<file path="config.mk">
export PLATFORM = sky130hd
export DESIGN_NAME = mvu_pe_acc_ctrl_flat
export DESIGN_NICKNAME = d
export VERILOG_FILES = /design/src/rtl/mvu_pkg.sv /design/src/rtl/mvu_pe_acc_ctrl_if.sv /design/src/rtl/mvu_pe_acc_add.sv /design/src/rtl/mvu_pe_acc_ctrl.sv /design/src/flat_wrapper.sv
export SDC_FILE = /design/constraint.sdc
export NUM_CORES = 1
export LEC_CHECK = 0
export ABC_CLOCK_PERIOD_IN_PS = 2550
export CAP_MARGIN = 25
export CORE_ASPECT_RATIO = 0.6
export CORE_MARGIN = 8
export CORE_UTILIZATION = 45
export DETAILED_ROUTE_END_ITERATION = 10
export DONT_BUFFER_PORTS = 1
export GPL_TIMING_DRIVEN = 0
export SLEW_MARGIN = 20
export SYNTH_ARGS = -nofsm -noshare
export SYNTH_HDL_FRONTEND = slang
export SYNTH_SLANG_ARGS = --single-unit
</file>
<file path="constraint.sdc">
create_clock -name aclk -period 2.55 [get_ports aclk]
set_input_delay 0.255 -clock aclk [delete_from_list [all_inputs] [get_ports aclk]]
set_output_delay 0.255 -clock aclk [all_outputs]
set_load 0.02 [all_outputs]
</file>
<file path="src/rtl/mvu_pkg.sv">
// Shared types and helpers for the MVU PE fold accumulator.
package mvu_pkg;

  typedef enum logic [0:0] {
    ACC = 1'b0,
    OUT = 1'b1
  } mvu_acc_state_t;

  // Width of fold_idx; one bit minimum so SF == 1 still has a legal vector.
  function automatic int unsigned fold_w(input int unsigned sf);
    return (sf > 1) ? $clog2(sf) : 1;
  endfunction

endpackage

</file>
<file path="src/rtl/mvu_pe_acc_ctrl_if.sv">
// Partial-sum input and result output handshake bundle of the PE accumulator.
interface mvu_pe_acc_ctrl_if
  import mvu_pkg::*;
#(
  parameter int unsigned TI = 10,
  parameter int unsigned TO = 16,
  parameter int unsigned SF = 4
);
  localparam int unsigned FW = fold_w(SF);

  logic                 in_v;
  logic                 in_rdy;
  logic signed [TI-1:0] in_sum;
  logic                 out_v;
  logic                 out_rdy;
  logic signed [TO-1:0] out_acc;
  logic [FW-1:0]        fold_idx;
  logic                 busy;

  // Accumulator side.
  modport slave (
    input  in_v, in_sum, out_rdy,
    output in_rdy, out_v, out_acc, fold_idx, busy
  );

  // Adder tree / output stage side.
  modport master (
    output in_v, in_sum, out_rdy,
    input  in_rdy, out_v, out_acc, fold_idx, busy
  );
endinterface

</file>
<file path="src/rtl/mvu_pe_acc_add.sv">
// TO-bit signed adder; saturating when MVU_PE_ACC_SAT_EN is defined, wrapping otherwise.
module mvu_pe_acc_add #(
  parameter int unsigned TO = 16
) (
  input  logic signed [TO-1:0] a_i,
  input  logic signed [TO-1:0] b_i,
  output logic signed [TO-1:0] sum_o
);

`ifdef MVU_PE_ACC_SAT_EN
  logic signed [TO:0] wide;

  always_comb begin
    wide = {a_i[TO-1], a_i} + {b_i[TO-1], b_i};
    // Overflow iff the guard bit disagrees with the result sign bit.
    if (wide[TO] != wide[TO-1]) begin
      sum_o = wide[TO] ? {1'b1, {(TO-1){1'b0}}} : {1'b0, {(TO-1){1'b1}}};
    end else begin
      sum_o = wide[TO-1:0];
    end
  end
`else
  always_comb begin
    sum_o = a_i + b_i;
  end
`endif

endmodule

</file>
<file path="src/rtl/mvu_pe_acc_ctrl.sv">
// Fold sequencer and accumulator after the PE adder tree.
// Optional build macro: MVU_PE_ACC_SAT_EN (saturating accumulation).
module mvu_pe_acc_ctrl
  import mvu_pkg::*;
#(
  parameter int unsigned TI = 10,
  parameter int unsigned TO = 16,
  parameter int unsigned SF = 4
) (
  input  logic               aclk,
  input  logic               rst,
  mvu_pe_acc_ctrl_if.slave   s
);
  localparam int unsigned   FW      = fold_w(SF);
  localparam logic [FW-1:0] LastIdx = FW'(SF - 1);

  mvu_acc_state_t       state_q, state_d;
  logic [FW-1:0]        fold_q, fold_d;
  logic signed [TO-1:0] acc_q, acc_d;
  logic signed [TI-1:0] in_sum_w;
  logic signed [TO-1:0] ext_sum;
  logic signed [TO-1:0] add_sum;
  logic                 accept;
  logic                 rdy;

  assign in_sum_w = s.in_sum;
  assign ext_sum  = TO'(in_sum_w);

  mvu_pe_acc_add #(
    .TO (TO)
  ) u_add (
    .a_i   (acc_q),
    .b_i   (ext_sum),
    .sum_o (add_sum)
  );

  always_comb begin
    state_d = state_q;
    fold_d  = fold_q;
    acc_d   = acc_q;
    // A held result frees the slot in the same cycle it is taken.
    rdy     = (state_q == ACC) | s.out_rdy;
    accept  = s.in_v & rdy;

    if ((state_q == OUT) && s.out_rdy) begin
      state_d = ACC;
    end

    if (accept) begin
      acc_d = (fold_q == '0) ? ext_sum : add_sum;
      if (fold_q == LastIdx) begin
        fold_d  = '0;
        state_d = OUT;
      end else begin
        fold_d = fold_q + FW'(1);
      end
    end
  end

  always_ff @(posedge aclk) begin
    if (rst) begin
      state_q <= ACC;
      fold_q  <= '0;
      acc_q   <= '0;
    end else begin
      state_q <= state_d;
      fold_q  <= fold_d;
      acc_q   <= acc_d;
    end
  end

  always_comb begin
    s.in_rdy   = rdy;
    s.out_v    = (state_q == OUT);
    s.out_acc  = acc_q;
    s.fold_idx = fold_q;
    s.busy     = (fold_q != '0) | (state_q == OUT);
  end

endmodule

</file>
<file path="src/flat_wrapper.sv">
// flat-port wrapper written by rule: the top's interface ports become plain ports
module mvu_pe_acc_ctrl_flat import mvu_pkg::*;
#(
  parameter int unsigned TI = 10,
  parameter int unsigned TO = 16,
  parameter int unsigned SF = 4
)
  (aclk, rst, s_in_v, s_in_sum, s_out_rdy, s_in_rdy, s_out_v, s_out_acc, s_fold_idx, s_busy);
  mvu_pe_acc_ctrl_if #(.TI(TI), .TO(TO), .SF(SF)) s_i ();
  input  logic aclk;
  input  logic rst;
  input wire logic [$bits(s_i.in_v)-1:0] s_in_v;
  input wire logic [$bits(s_i.in_sum)-1:0] s_in_sum;
  input wire logic [$bits(s_i.out_rdy)-1:0] s_out_rdy;
  output wire logic [$bits(s_i.in_rdy)-1:0] s_in_rdy;
  output wire logic [$bits(s_i.out_v)-1:0] s_out_v;
  output wire logic [$bits(s_i.out_acc)-1:0] s_out_acc;
  output wire logic [$bits(s_i.fold_idx)-1:0] s_fold_idx;
  output wire logic [$bits(s_i.busy)-1:0] s_busy;
  assign s_i.in_v = s_in_v;
  assign s_i.in_sum = s_in_sum;
  assign s_i.out_rdy = s_out_rdy;
  assign s_in_rdy = s_i.in_rdy;
  assign s_out_v = s_i.out_v;
  assign s_out_acc = s_i.out_acc;
  assign s_fold_idx = s_i.fold_idx;
  assign s_busy = s_i.busy;
  mvu_pe_acc_ctrl #(.TI(TI), .TO(TO), .SF(SF)) u_core (.aclk(aclk), .rst(rst), .s(s_i));
endmodule
</file>
# == After elaboration in Yosys (flattened, before gate mapping) ==
# Cells that the tools add are included.
# classes
bitwise,4
n_reduce_logical,3
mux,5
n_eq_ne,1
addsub,2
# ops
operator,count
$add 16x10->16,1
$mux 16,1
$mux 1,3
$add 2x1->2 const B,1
$eq 2x2->1 const B,1
$logic_not 2->1,1
$mux 2,1
$or 1x1->1,2
$reduce_bool 2->1,1
$and 1x1->1,1
$logic_and 1x1->1,1
$not 1->1,1
# word_totals
output_inout_bits,21
input_bits,14
regBits,19
wordCells,18

# == Depth between registers and ports, before layout ==
# depth
depth_word,4
depth_mapped,8

# == Cells and area by module ==
# A second synthesis with hierarchy kept.
# unflattened
cells_unflattened,191
hier_area_um2,1675.4
# modules_own_cells
module,area_per_inst_um2,instances,cells_each
mvu_pe_acc_ctrl,950.9,1,93
mvu_pe_acc_add,724.4,1,98

# == Least setup slack after synthesis ==
# OpenSTA, ideal clock, no wires.
# synth_path
path_kind,register to register
start,reg u_core.acc_q[0] (netlist: u_core.s.out_acc[0])
end,reg u_core.acc_q[14] (netlist: u_core.s.out_acc[14])
path_buffers,0
stages_incl_launch_ff,9
synth_period_minus_slack_ns,2.181
t_required_ns,2.429
path_slack_ns,0.369
arrival_ns,2.060
cell_sequence,dfxtp_1 > ha_1 > fa_1 > a21oi_1 > o22ai_1 > o21a_1 > a41o_1 > o41ai_2 > o21ai_1
# synth_via
elab_chain_len,2
# synth_lines
element,line,text
start: declaration,mvu_pe_acc_ctrl.sv:19,"logic signed [TO-1:0] acc_q, acc_d;"
start signal: assignment,mvu_pe_acc_ctrl.sv:64,acc_q <= '0;
start signal: assignment,mvu_pe_acc_ctrl.sv:68,acc_q <= acc_d;
$add 16x10->16,mvu_pe_acc_add.sv:24,sum_o = a_i + b_i;
$mux 16,mvu_pe_acc_ctrl.sv:50,acc_d = (fold_q == '0) ? ext_sum : add_sum;
# Every way passes these cells.
# A chain may end at the register's enable or synchronous reset.

# == Worst setup path in the final report ==
# Ends and elaborated chain as after synthesis.

==> summary.txt <==
Finish
  • Final Util: 0.5132
  • Commonest non-fill, non-tap cells in the layout: 21 x nor2_1, 19 x dfxtp_1, 17 x ha_1
  • Diodes inserted: 0
  • Layout overhead on the synthesized area: 6.568%
  • Fillers: 343
  • Flip-flop and latch area: 380.4 µm²
  • Most common cell after layout, fill and taps aside: nor2_1
  • Nets: 230
  • Multi-input logic area: 1136 µm²
  • Layout cells sized above 1: 0.1015

Floorplanning
  • Rows: 16
  • Area of the core: 3323 µm²
  • Io pins: 35
  • Die H: 62.19 µm
  • Total Die Area: 5783 µm²
  • Initial core utilization: 0.4816
  • Chip width: 92.99 µm

Critical path
  • Max FO, Critical Path: 3
  • WS Path Type: reg -> reg
  • Crit path required time: 2.70 ns
  • Critical Path End Type: flip-flop
  • R2r setup slk: 0.14 ns
  • Arrival time worst endpoint: 2.56 ns
  • Startpoint Class: flip-flop

Global route
  • GR Util met1: 0.1824
  • M3 GR Usage: 0.05635
  • M2 GR Usage: 0.1984
  • Largest net degree at the start of global routing: 11
  • First-pass GRT wire length: 6.472 mm
  • Total grt overflow: 0
  • Gr usage total: 0.1368
  • Vias in the first global route: 1318
  • Busiest layer in global routing: met2
  • Antenna violations before repair: 0

Yosys
  • Syn Std Cell Area: 1600 µm²
  • Syn_nets: 225
  • Synth Warn #: 0
  • Unique masters post-synth: 52
  • Asr flop ratio synth: 0
  • Post-synth EDFFs: 0
  • #FFs+latches synth: 19
  • Mapped Avg Cell Area: 8.292 µm²
  • Mapped Cells: 193
  • Sequential share of the synthesized area: 0.2377
  • Ys flop type: dfxtp_1

STA
  • Final period util: 0.9441
  • Skew final: 0.005320 ns
  • Setup TNS: 0 ns
  • Worst slew pin tran: 0.5106 ns
  • Final Hold Fails: 0
  • Setup Viol. Count Final: 0
  • Slew HR: 0.6596
  • Min Tclk post-route: 2.408 ns
  • RSZ-0062 raised after global routing: false
  • Achievable Freq: 0.4154 GHz
  • Max-slew violation count: 0

Route
  • DR vias/cell: 5.942
  • DRC viols: 0
  • Total number of vias: 1438
  • DRT iter0 DRCs: 43
  • First drt pass iteration count: 4
  • Detailed Route WL: 4.064 mm
  • Routed Antenna Nets: 0
  • DR WL/cell: 16.79 µm

Flow run
  • Max-Cap Viols: 0

Power
  • LEAKAGE: 0.7344 nW
  • Cell Pwr Density: 569.0 nW/µm²
  • Peak VDD IR: 0.2317 mV

Worst hold path
  • Hold WC Path Type: in -> reg

Clock network
  • CTS tree: built
  • Clock-pin slew on the worst setup and hold paths: 0.08 ns
  • Worst-Skew Late Latency: 0.26 ns
  • Hold_buf cts: 0
  • CTS sink cnt: 19
  • H-tree levels: 1
  • Post-CTS setup buffers: 0
  • Root buffer cell: clkbuf_8
  • CTS Buf Count: 3
  • Clock Path Buffers: 2

Place
  • Dpl hpwl: 3.125 mm
  • Port buffer count: 0
  • Gpl congestion: 0.8234

Status
  • Outcome: finished clean
[registers in the layout (all words and copies together) (netlist names)]
name	cells
u_core.s.fold_idx	2
u_core.s.out_v	1
u_core.s.out_acc	16
[cell families (layout without fill, tap and decap cells)]
| family | after synthesis | count (layout) | synth area share |
|---|---|---|---|
| flops | 19 | 19 | 0.2377 |
| buf+inv | 15 | 19 | 0.05472 |
| compound gates | 70 | 70 | 0.3088 |
| xor+xnor | 10 | 10 | 0.05473 |
| fa+ha+maj | 18 | 18 | 0.1454 |
| mux | 7 | 7 | 0.04691 |
| simple gates | 54 | 54 | 0.1517 |
[path summary, 6_finish.rpt]
| path | from | endpoint | cells after the start |
|---|---|---|---|
| worst min-delay path | s_in_v | u_core.s.out_v | 2 |
| worst min register to register | u_core.s.out_acc[2] | u_core.s.out_acc[2] | 2 |
| worst max register to register | u_core.s.out_acc[0] | u_core.s.out_acc[14] | 8 |
| worst max-delay path | u_core.s.out_acc[0] | u_core.s.out_acc[14] | 8 |
[cells in the mapped netlist (2+ instances only)]
cell type,n,share of area
o31ai_1,2,0.0094
xor2_1,2,0.011
ha_1,17,0.13
nor2_1,21,0.049
a21o_1,3,0.014
nor2b_1,2,0.0078
a21oi_1,17,0.053
o211ai_1,2,0.0094
mux2i_1,6,0.038
o21bai_1,2,0.0094
nand2_1,14,0.033
xnor2_1,8,0.044
inv_1,6,0.014
dfxtp_1,19,0.24
a211oi_1,10,0.047
nor3_1,7,0.022
clkbuf_1,3,0.0070
nand2b_1,2,0.0078
nand3_1,2,0.0063
buf_6,2,0.014
o21ai_0,15,0.047
[stage by stage]
step / hold WS, ns / worst slack, ns / total power [mW] / area, µm² / cells
2_1_floorplan: 0.4024 / 0.3689 / 0.6834 / 1600 / 193
3_3_place_gp: 0.4092 / 0.1435 / 0.7398 / 1657 / 238
3_5_place_dp: 0.4163 / 0.1413 / 0.7510 / 1657 / 238
4_1_cts: 0.1314 / 0.1087 / 0.9753 / 1702 / 242
5_1_grt: 0.1479 / 0.02061 / 1.039 / 1705 / 242
6_report: 0.1369 / 0.1424 / 0.9703 / 1705 / 242
[repair_timing]
| action | 4_1_cts | 5_1_grt |
|---|---|---|
| endpoints found under the hold margin | 0 | 0 |
| setup endpoints to repair | 0 | 1 |
| gates resized for setup | 0 | 1 |
[metal layers]
layer / wire, µm / part of all wire
met1: 1904 / 0.47
met2: 1735 / 0.43
met3: 411 / 0.10
met4: 12 / 0.0030
met5: 0 / 0
[worst max-delay path, cell delays in order (launching register included)]
cell and delay, ns:
dfxtp_1 0.39, ha_1 0.28, fa_1 0.44, a21oi_2 0.19, o22ai_1 0.15, o21a_1 0.23, a41o_1 0.32, o41ai_2 0.21
o21ai_1 0.08
[report_power, final]
group | internal, mW | switching (mW)
sequential | 0.325 | 0.0629
clock | 0.111 | 0.110
combinational | 0.158 | 0.203
total | 0.594 | 0.376
[final cells by class]
cell class	instances	share of cell area
plain buffers	9	0.03815
clock buffers	4	0.02641
inverters	6	0.01321
multi-input cells	159	0.6662
flip-flops and latches	19	0.2230
well taps	45	0.03302
No activity file was read; power rests on OpenSTA's default activity.
